`config.mk`:
```
export PLATFORM = sky130hd
export DESIGN_NAME = int_to_fp
export DESIGN_NICKNAME = d
export VERILOG_FILES = /design/src/rtl/int_to_fp.sv
export SDC_FILE = /design/constraint.sdc
export NUM_CORES = 1
export LEC_CHECK = 0
export ABC_AREA = 1
export CORE_MARGIN = 5
export CORE_UTILIZATION = 35
export CTS_CLUSTER_DIAMETER = 50
export DETAILED_ROUTE_END_ITERATION = 10
export PLACE_DENSITY_LB_ADDON = 0.15
export SLEW_MARGIN = 20
export SYNTH_ARGS = -nofsm -noshare
export SYNTH_HDL_FRONTEND = slang
export SYNTH_SLANG_ARGS = --single-unit
```
`constraint.sdc`:
```
create_clock -name clk -period 4.6 [get_ports clk]
set_input_delay 0.92 -clock clk [delete_from_list [all_inputs] [get_ports clk]]
set_output_delay 0.92 -clock clk [all_outputs]
set_load 0.005 [all_outputs]
```
`src/rtl/int_to_fp.sv`:
```
// int_to_fp: multi-cycle 32-bit integer (signed or unsigned) to IEEE-754
// binary32 converter, round-to-nearest-even. Normalisation shifts one bit
// per cycle, so latency depends on the leading-zero count of the magnitude
// (lz + 3 edges after start is sampled; 1 edge for a zero operand).
//
// Ports:
//   clk        rising-edge clock
//   reset      asynchronous active-low reset
//   a          integer operand, sampled with start in IDLE
//   is_signed  1: a is two's complement, 0: unsigned; sampled with a
//   start      conversion request, accepted only in IDLE
//   result     {sign, exp[7:0], mant[22:0]}, updated only when done is set
//   done       one-cycle pulse marking a new result
//   busy       high in every state except IDLE
module int_to_fp (
  input  logic        clk,
  input  logic        reset,
  input  logic [31:0] a,
  input  logic        is_signed,
  input  logic        start,
  output logic [31:0] result,
  output logic        done,
  output logic        busy
);

  typedef enum logic [1:0] {
    S_IDLE,
    S_ABS,
    S_NORM,
    S_ROUND
  } state_t;

  state_t      state_q, state_d;
  logic [31:0] mag_q, mag_d;
  logic        sgnin_q, sgnin_d;
  logic        sign_q, sign_d;
  logic [7:0]  exp_q, exp_d;
  logic [4:0]  cnt_q, cnt_d;
  logic [31:0] result_q, result_d;
  logic        done_q, done_d;

  logic [31:0] mag_abs;
  logic        round_up;
  logic [24:0] mant_sum;
  logic [7:0]  exp_rnd;

  // Two's complement negation; -2^31 maps onto itself, which is the
  // correct unsigned magnitude 0x80000000.
  assign mag_abs  = (sgnin_q & mag_q[31]) ? (~mag_q + 32'd1) : mag_q;

  // Nearest-even: guard set and (sticky or LSB of the kept mantissa).
  assign round_up = mag_q[7] & ((|mag_q[6:0]) | mag_q[8]);
  // Hidden bit included so a carry out of it lands in bit 24.
  assign mant_sum = {1'b0, mag_q[31:8]} + {24'd0, round_up};
  assign exp_rnd  = exp_q + {7'd0, mant_sum[24]};

  always_comb begin
    state_d  = state_q;
    mag_d    = mag_q;
    sgnin_d  = sgnin_q;
    sign_d   = sign_q;
    exp_d    = exp_q;
    cnt_d    = cnt_q;
    result_d = result_q;
    done_d   = 1'b0;

    unique case (state_q)
      S_IDLE: begin
        if (start) begin
          mag_d   = a;
          sgnin_d = is_signed;
          state_d = S_ABS;
        end
      end

      S_ABS: begin
        sign_d = sgnin_q & mag_q[31];
        mag_d  = mag_abs;
        exp_d  = 8'd158;
        cnt_d  = '0;
        if (mag_abs == '0) begin
          result_d = '0;
          done_d   = 1'b1;
          state_d  = S_IDLE;
        end else begin
          state_d = S_NORM;
        end
      end

      S_NORM: begin
        // A nonzero magnitude has its MSB set after at most 31 shifts,
        // so the counter bound is a backstop, not a functional exit.
        if (mag_q[31] || cnt_q == 5'd31) begin
          state_d = S_ROUND;
        end else begin
          mag_d = mag_q << 1;
          exp_d = exp_q - 8'd1;
          cnt_d = cnt_q + 5'd1;
        end
      end

      S_ROUND: begin
        result_d = {sign_q, exp_rnd, mant_sum[24] ? 23'd0 : mant_sum[22:0]};
        done_d   = 1'b1;
        state_d  = S_IDLE;
      end

      default: state_d = S_IDLE;
    endcase
  end

  always_ff @(posedge clk or negedge reset) begin
    if (!reset) begin
      state_q  <= S_IDLE;
      mag_q    <= '0;
      sgnin_q  <= 1'b0;
      sign_q   <= 1'b0;
      exp_q    <= '0;
      cnt_q    <= '0;
      result_q <= '0;
      done_q   <= 1'b0;
    end else begin
      state_q  <= state_d;
      mag_q    <= mag_d;
      sgnin_q  <= sgnin_d;
      sign_q   <= sign_d;
      exp_q    <= exp_d;
      cnt_q    <= cnt_d;
      result_q <= result_d;
      done_q   <= done_d;
    end
  end

  assign result = result_q;
  assign done   = done_q;
  assign busy   = (state_q != S_IDLE);

endmodule
```
==> impl_metrics.tcl, run 1 <==
set metrics [dict create \
    status "complete, no violations" \
    clock_latency_ns 0.35 \
    use_met1 0.268 \
    synthDistinctLibCells 39 \
    start_util 0.353 \
    die_h_um 139 \
    leakage_nw 3.23 \
    io_pins 70 \
    synthesis.nets 910 \
    diodes 0 \
    critPathBufInv 1 \
    cts_setup_buffers 0 \
    num_vias 5745 \
    grt-ovfl-total 0 \
    grt_usage 0.183 \
    root_buffer "clkbuf_16" \
    cp.required_ns 4.85 \
    synth_top_family_by_area "simple AND/OR/NAND/NOR gates" \
    p_comb_frac 0.557 \
    drive_above_1_share 0.0531 \
    period_needed_ns 4.09 \
    post_synth.cell_area_avg_sq_um 6.75 \
    tightest_slew_ns 1.05 \
    die_w_um 139 \
    synth.most_common_cell "nand2_1" \
    numCtsBuffers 9 \
    vias_per_cell 5.11 \
    clk_pin_slew_ns 0.07 \
    synth-simple-area-share 0.384 \
    antenna_found_initial 0 \
    synth_top_area_frac 0.353 \
    hold_violations 0 \
    synthCells 861 \
    seq_area_frac_synth 0.353 \
    yosys_warnings 0 \
    final_cells 1124 \
    dieArea_sq_um 19300 \
    gp_congestion 0.906 \
    path_delay_family "simple AND/OR/NAND/NOR gates" \
    powerDensity_nw_per_um2 718 \
    nNetsFinal 949 \
    grt_pass1_vias 5507 \
    muxShareOfSynthArea 0 \
    htreeDepth 3 \
    synth_fa_ha_area_frac 0.0280 \
    critical_path_class "register to register" \
    hold_path_class "register to register" \
    sw_frac_of_total 0.492 \
    hpwl_um 12900 \
    cts.sinks 82 \
    clkPwrFrac 0.154 \
    portBuffers 69 \
    cp.arrival_ns 4.34 \
    slew_headroom 0.299 \
    syn-cell-area_sq_um 5810 \
    synth-main-ff-cell "dfrtp_1" \
    max_stage_delay_ns 0.36 \
    synth_edf_count 0 \
    cp_max_fo 4 \
    synth_compound_area_frac 0.131 \
    async_flop_share 1.00 \
    slowest_stage "dfrtp_1" \
    endpoint_kind "register" \
    setup_tns_ns 0 \
    yosys-top-cells-area "dfrtp_1 35%, nand2_1 17%, nand3_1 7.4%" \
    ant_nets 0 \
    fin_crit_sh 0.889 \
    cap_violations 0 \
    p_seq_frac 0.290 \
    rows 47 \
    grt_pass1_wl_um 29100 \
    slew_violations 0 \
    dr.pass1.iters 5 \
    synth_seq_cells 82 \
    use_met3 0.0297 \
    whs_ns 0.492 \
    fmax_ghz 0.244 \
    placed_cells 1109 \
    grt_setup_unrepaired "no" \
    top_usage_layer "met2" \
    drt_iter0_markers 473 \
    yosys.area.top_type "dfrtp_1" \
    wl_um 17400 \
    setup-violations-final 0 \
    intPower_mw 2.52 \
    fp.coreArea_sq_um 16500 \
    wl_per_cell_um 15.5 \
    ys_top_cells_by_count "271 x nand2_1, 102 x nor2_1, 86 x nand3_1" \
    p_switching_mw 2.44 \
    fin_skew_ns 0.00569 \
    grt_max_degree 55 \
    area_delta_synth_final_pct 18.7 \
    crit_top_cell "nand2_1" \
    cts_tree "done" \
    ir_drop_mv 0.358 \
    grt_use_met2 0.276 \
    drc 0 \
    cts_buffer_depth 2 \
    startpoint_type "register" \
    synthXorXnorAreaFrac 0.0151 \
]
==> placed cells by master (no fill, tap or decap), drive strengths merged, types with 9 or more instances in the layout <==
| cell | Yosys | final |
|---|---|---|
| nand2 | 278 | 278 |
| nor2 | 113 | 113 |
| nand3 | 87 | 87 |
| dfrtp | 82 | 82 |
| inv | 80 | 82 |
| clkdlybuf4s50 | 0 | 68 |
| a221oi | 29 | 29 |
| a22oi | 28 | 28 |
| o21ai | 27 | 27 |
| nor3 | 19 | 19 |
| a21oi | 17 | 17 |
| ha | 13 | 13 |
| nand4 | 10 | 10 |
| clkbuf | 25 | 10 |
| xor2 | 9 | 9 |
==> tightest hold or removal path, delay by kind of cell, from the launching register on <==
family	cells	cell delay (ns)
DFF	1	0.35
and+or+nand+nor	1	0.05
AOI/OAI and AO/OA	1	0.06
==> metal layers <==
metal / part of all wire / vias to the layer above
met1: 0.49 / 2666
li1: - / 2929
met2: 0.44 / 134
met5: 0 / -
met4: 0.014 / 0
met3: 0.054 / 16
==> cells by family (layout without fill, tap and decap cells) <==
family                     after synthesis  after routing
and+or+nand+nor                        521            521
AOI/OAI and AO/OA                      111            111
adders and majority gates               13             13
xor gates and xnor gates                10             10
DFF                                     82             82
buffers and inverters                  124            167
==> flip-flops by register name, summed over array words and instances, names as in the netlist, named ones only <==
| signal | cells |
|---|---|
| cnt_q | 5 |
| exp_q | 8 |
| mag_q | 32 |
| sign_q | 1 |
| done | 1 |
| sgnin_q | 1 |
| result | 32 |
| state_q | 1 |
==> final timing paths <==
| path | slack [ns] | end | startpoint | depth (start not counted) |
|---|---|---|---|---|
| worst max register to register | 0.51 | result[30] | mag_q[1] | 25 |
| min in group asynchronous | 0.60 | mag_q[16] | reset | 1 |
| worst min register to register | 0.49 | sign_q | sign_q | 2 |
| worst max-delay path | 0.51 | result[30] | mag_q[1] | 25 |
| worst min-delay path | 0.49 | sign_q | sign_q | 2 |
| max in group asynchronous | 3.15 | result[16] | reset | 2 |
==> through the flow <==
stage | power, mW | setup slack, ns | util | instance area [sq um]
2_1_floorplan | 3.31 | 0.975 | - | 5810
3_3_place_gp | 4.20 | 0.463 | 0.401 | 6600
3_5_place_dp | 4.19 | 0.334 | 0.401 | 6600
4_1_cts | 4.97 | 0.323 | 0.419 | 6900
5_1_grt | 5.42 | 0.0468 | 0.419 | 6900
6_report | 4.95 | 0.509 | 0.419 | 6900
==> timing repair <==
| item | in CTS | in global routing |
|---|---|---|
| hold buffers | 0 | 0 |
| setup endpoints to repair | 0 | 4 |
| resized for setup | 0 | 2 |
==> power groups by stage <==
stage | combinational, mW | clock, mW | sequential, mW
2_1_floorplan | 2.07 | 0 | 1.25
3_3_place_gp | 2.76 | 0 | 1.44
3_5_place_dp | 2.75 | 0 | 1.45
4_1_cts | 2.76 | 0.780 | 1.43
5_1_grt | 3.13 | 0.802 | 1.49
6_report | 2.76 | 0.761 | 1.43
==> layout make-up <==
| type | instances | area (sq um) |
|---|---|---|
| repair buffers | 72 | 723 |
| inverters | 80 | 300 |
| clock buffers | 10 | 239 |
| well taps | 220 | 275 |
| flip-flops and latches | 82 | 2050 |
| fillers | 1797 | 9560 |
| multi-input cells | 655 | 3250 |
| clock inverters | 5 | 61.3 |
Note: power is estimated with default switching activity, not from simulation.
==> run 2: changes to the inputs <==
GPL_TIMING_DRIVEN = 0   (was default)
==> run 2 against run 1 <==
Compared with the run above: die area stayed put; setup slack worse by 0.024 ns; register-to-register slack worse by 0.02 ns; first-iteration DRC count is 32% lower; via count is 2.7% higher; clock skew is 0.0019 ns higher; clock power is 2% higher; non-clock buffer count is 42 higher; combinational power is 11% higher; critical path depth stayed put; power is 3.6% higher; largest cell class unchanged.
==> impl_metrics.tcl, run 2 (synthesized netlist as in run 1, its figures left out) <==
set metrics [dict create \
    status "complete, no violations" \
    rows 47 \
    crit_top_cell "nand2_1" \
    antenna_found_initial 0 \
    layout_common_cells "271 x nand2_1, 101 x nor2_1, 86 x nand3_1" \
    hold_path_depth 2 \
    dieArea_sq_um 19300 \
    hpwl_um 14300 \
    p_switching_mw 2.54 \
    portBuffers 69 \
    nNetsFinal 991 \
    p_seq_frac 0.252 \
    critical_path_class "register to register" \
    cap_violations 0 \
    intPower_mw 2.59 \
    wl_um 18300 \
    root_buffer "clkbuf_16" \
    drc 0 \
    tightest_slew_ns 0.785 \
    cts_tree "done" \
    grt_pass1_vias 5711 \
    setup-violations-final 0 \
    cts.sinks 82 \
    slowest_stage "dfrtp_1" \
    r2r_slack_ns 0.48 \
    htreeDepth 3 \
    fillerInstances 1778 \
    fp.coreArea_sq_um 16500 \
    timing.rr.start "mag_q[0]" \
    multiInputGateArea_sq_um 3260 \
    endpoint_kind "register" \
    die_h_um 139 \
    die_w_um 139 \
    grt_max_degree 51 \
    p_comb_frac 0.597 \
    fin_crit_sh 0.895 \
    cp.required_ns 4.85 \
    drive_above_1_share 0.0697 \
    hold_start "sign_q" \
    path_delay_family "simple AND/OR/NAND/NOR gates" \
    critPathBufInv 1 \
    placed_cells 1151 \
    grt-ovfl-total 0 \
    slew_headroom 0.473 \
    start_util 0.353 \
    max_stage_delay_ns 0.36 \
    gp_congestion 0.927 \
    reg2reg_to "result[30]" \
    grt_usage 0.189 \
    num_vias 5900 \
    numCtsBuffers 9 \
    seqCellArea_sq_um 2050 \
    ant_nets 0 \
    ir_drop_mv 0.281 \
    fin_skew_ns 0.00756 \
    wl_per_cell_um 15.6 \
    final_common_cell "nand2_1" \
    area_delta_synth_final_pct 22.7 \
    powerDensity_nw_per_um2 720 \
    hold_path_end "sign_q" \
    startpoint_type "register" \
    clock_latency_ns 0.36 \
    cp.arrival_ns 4.37 \
    clk_pin_slew_ns 0.07 \
    clkPwrFrac 0.151 \
    fmax_ghz 0.243 \
    vias_per_cell 5.06 \
    cp_max_fo 4 \
    sw_frac_of_total 0.496 \
    period_needed_ns 4.12 \
    dr.pass1.iters 5 \
    grt_setup_unrepaired "no" \
    diodes 0 \
    leakage_nw 3.33 \
    whs_ns 0.491 \
    hold_violations 0 \
    drt_iter0_markers 321 \
    final_cells 1167 \
    grt_pass1_wl_um 29600 \
    slew_violations 0 \
    worstRegToRegCells 25 \
    hold_path_class "register to register" \
    cts_buffer_depth 2 \
    io_pins 70 \
]
-- run 2: changes by cell type in the layout (fill, tap and decap cells not counted), moves of 2 or more --
cell,previous run,this run
clkbuf_1,0,25
buf_2,0,11
buf_6,0,3
buf_4,3,5
clkinvlp_4,0,2
-- run 2: worst max-delay path by stage --
stage | startpoint | end | slack (ns) | cells after the start
after detailed placement | mag_q[1] | result[29] | 0.17 | 27
after floorplan | mag_q[1] | result[29] | 0.97 | 27
after CTS | mag_q[1] | result[29] | 0.16 | 27
after global routing | mag_q[1] | result[29] | 0.05 | 26
final | mag_q[0] | result[30] | 0.48 | 25
after global placement | reset | result[27] | -0.58 | 1
-- run 2: layout make-up --
cell class              count  share of cell area
plain buffers              44              0.0304
clock buffers               9              0.0316
clock inverters             7              0.0116
inverters                  80              0.0421
multi-input cells         655               0.458
flip-flops and latches     82               0.288
well taps                 220              0.0386
repair buffers             70               0.100
-- run 2: timing repair --
action,in CTS,in global routing
hold buffers,0,0
gates resized for setup,0,4
setup buffers,0,0
setup endpoints to repair,0,4
-- run 2: tightest hold or removal path: cells and delay by family (launching register included) --
kind	cells	cell delay [ns]
AOI/OAI and AO/OA	1	0.06
DFF	1	0.34
and+or+nand+nor	1	0.05
-- run 2: stage by stage --
| stage | area, sq um | setup TNS (ns) | utilization | worst slack (ns) | power (mW) |
|---|---|---|---|---|---|
| after floorplan | 5810 | 0 | - | 0.975 | 3.31 |
| after global placement | 6780 | -47.12 | 0.412 | -0.583 | 4.32 |
| after detailed placement | 6810 | 0 | 0.413 | 0.172 | 4.35 |
| after CTS | 7110 | 0 | 0.432 | 0.160 | 5.14 |
| after global routing | 7130 | 0 | 0.433 | 0.0511 | 5.59 |
| final | 7130 | 0 | 0.433 | 0.485 | 5.13 |
-- run 2: layer usage --
layer	GRT usage	vias up	wire length, um
met1	0.262	2702	8750
li1	-	3019	-
met4	0.0669	0	438
met3	0.0269	29	887
met5	0	-	0
met2	0.300	150	8180
-- run 2: power groups by stage --
| stage | sequential [mW] | combinational (mW) | clock (mW) |
|---|---|---|---|
| detailed placement | 1.31 | 3.04 | 0 |
| global route | 1.34 | 3.44 | 0.818 |
| global placement | 1.31 | 3.02 | 0 |
| CTS | 1.29 | 3.05 | 0.792 |
| finish | 1.29 | 3.06 | 0.777 |
| floorplan | 1.25 | 2.07 | 0 |
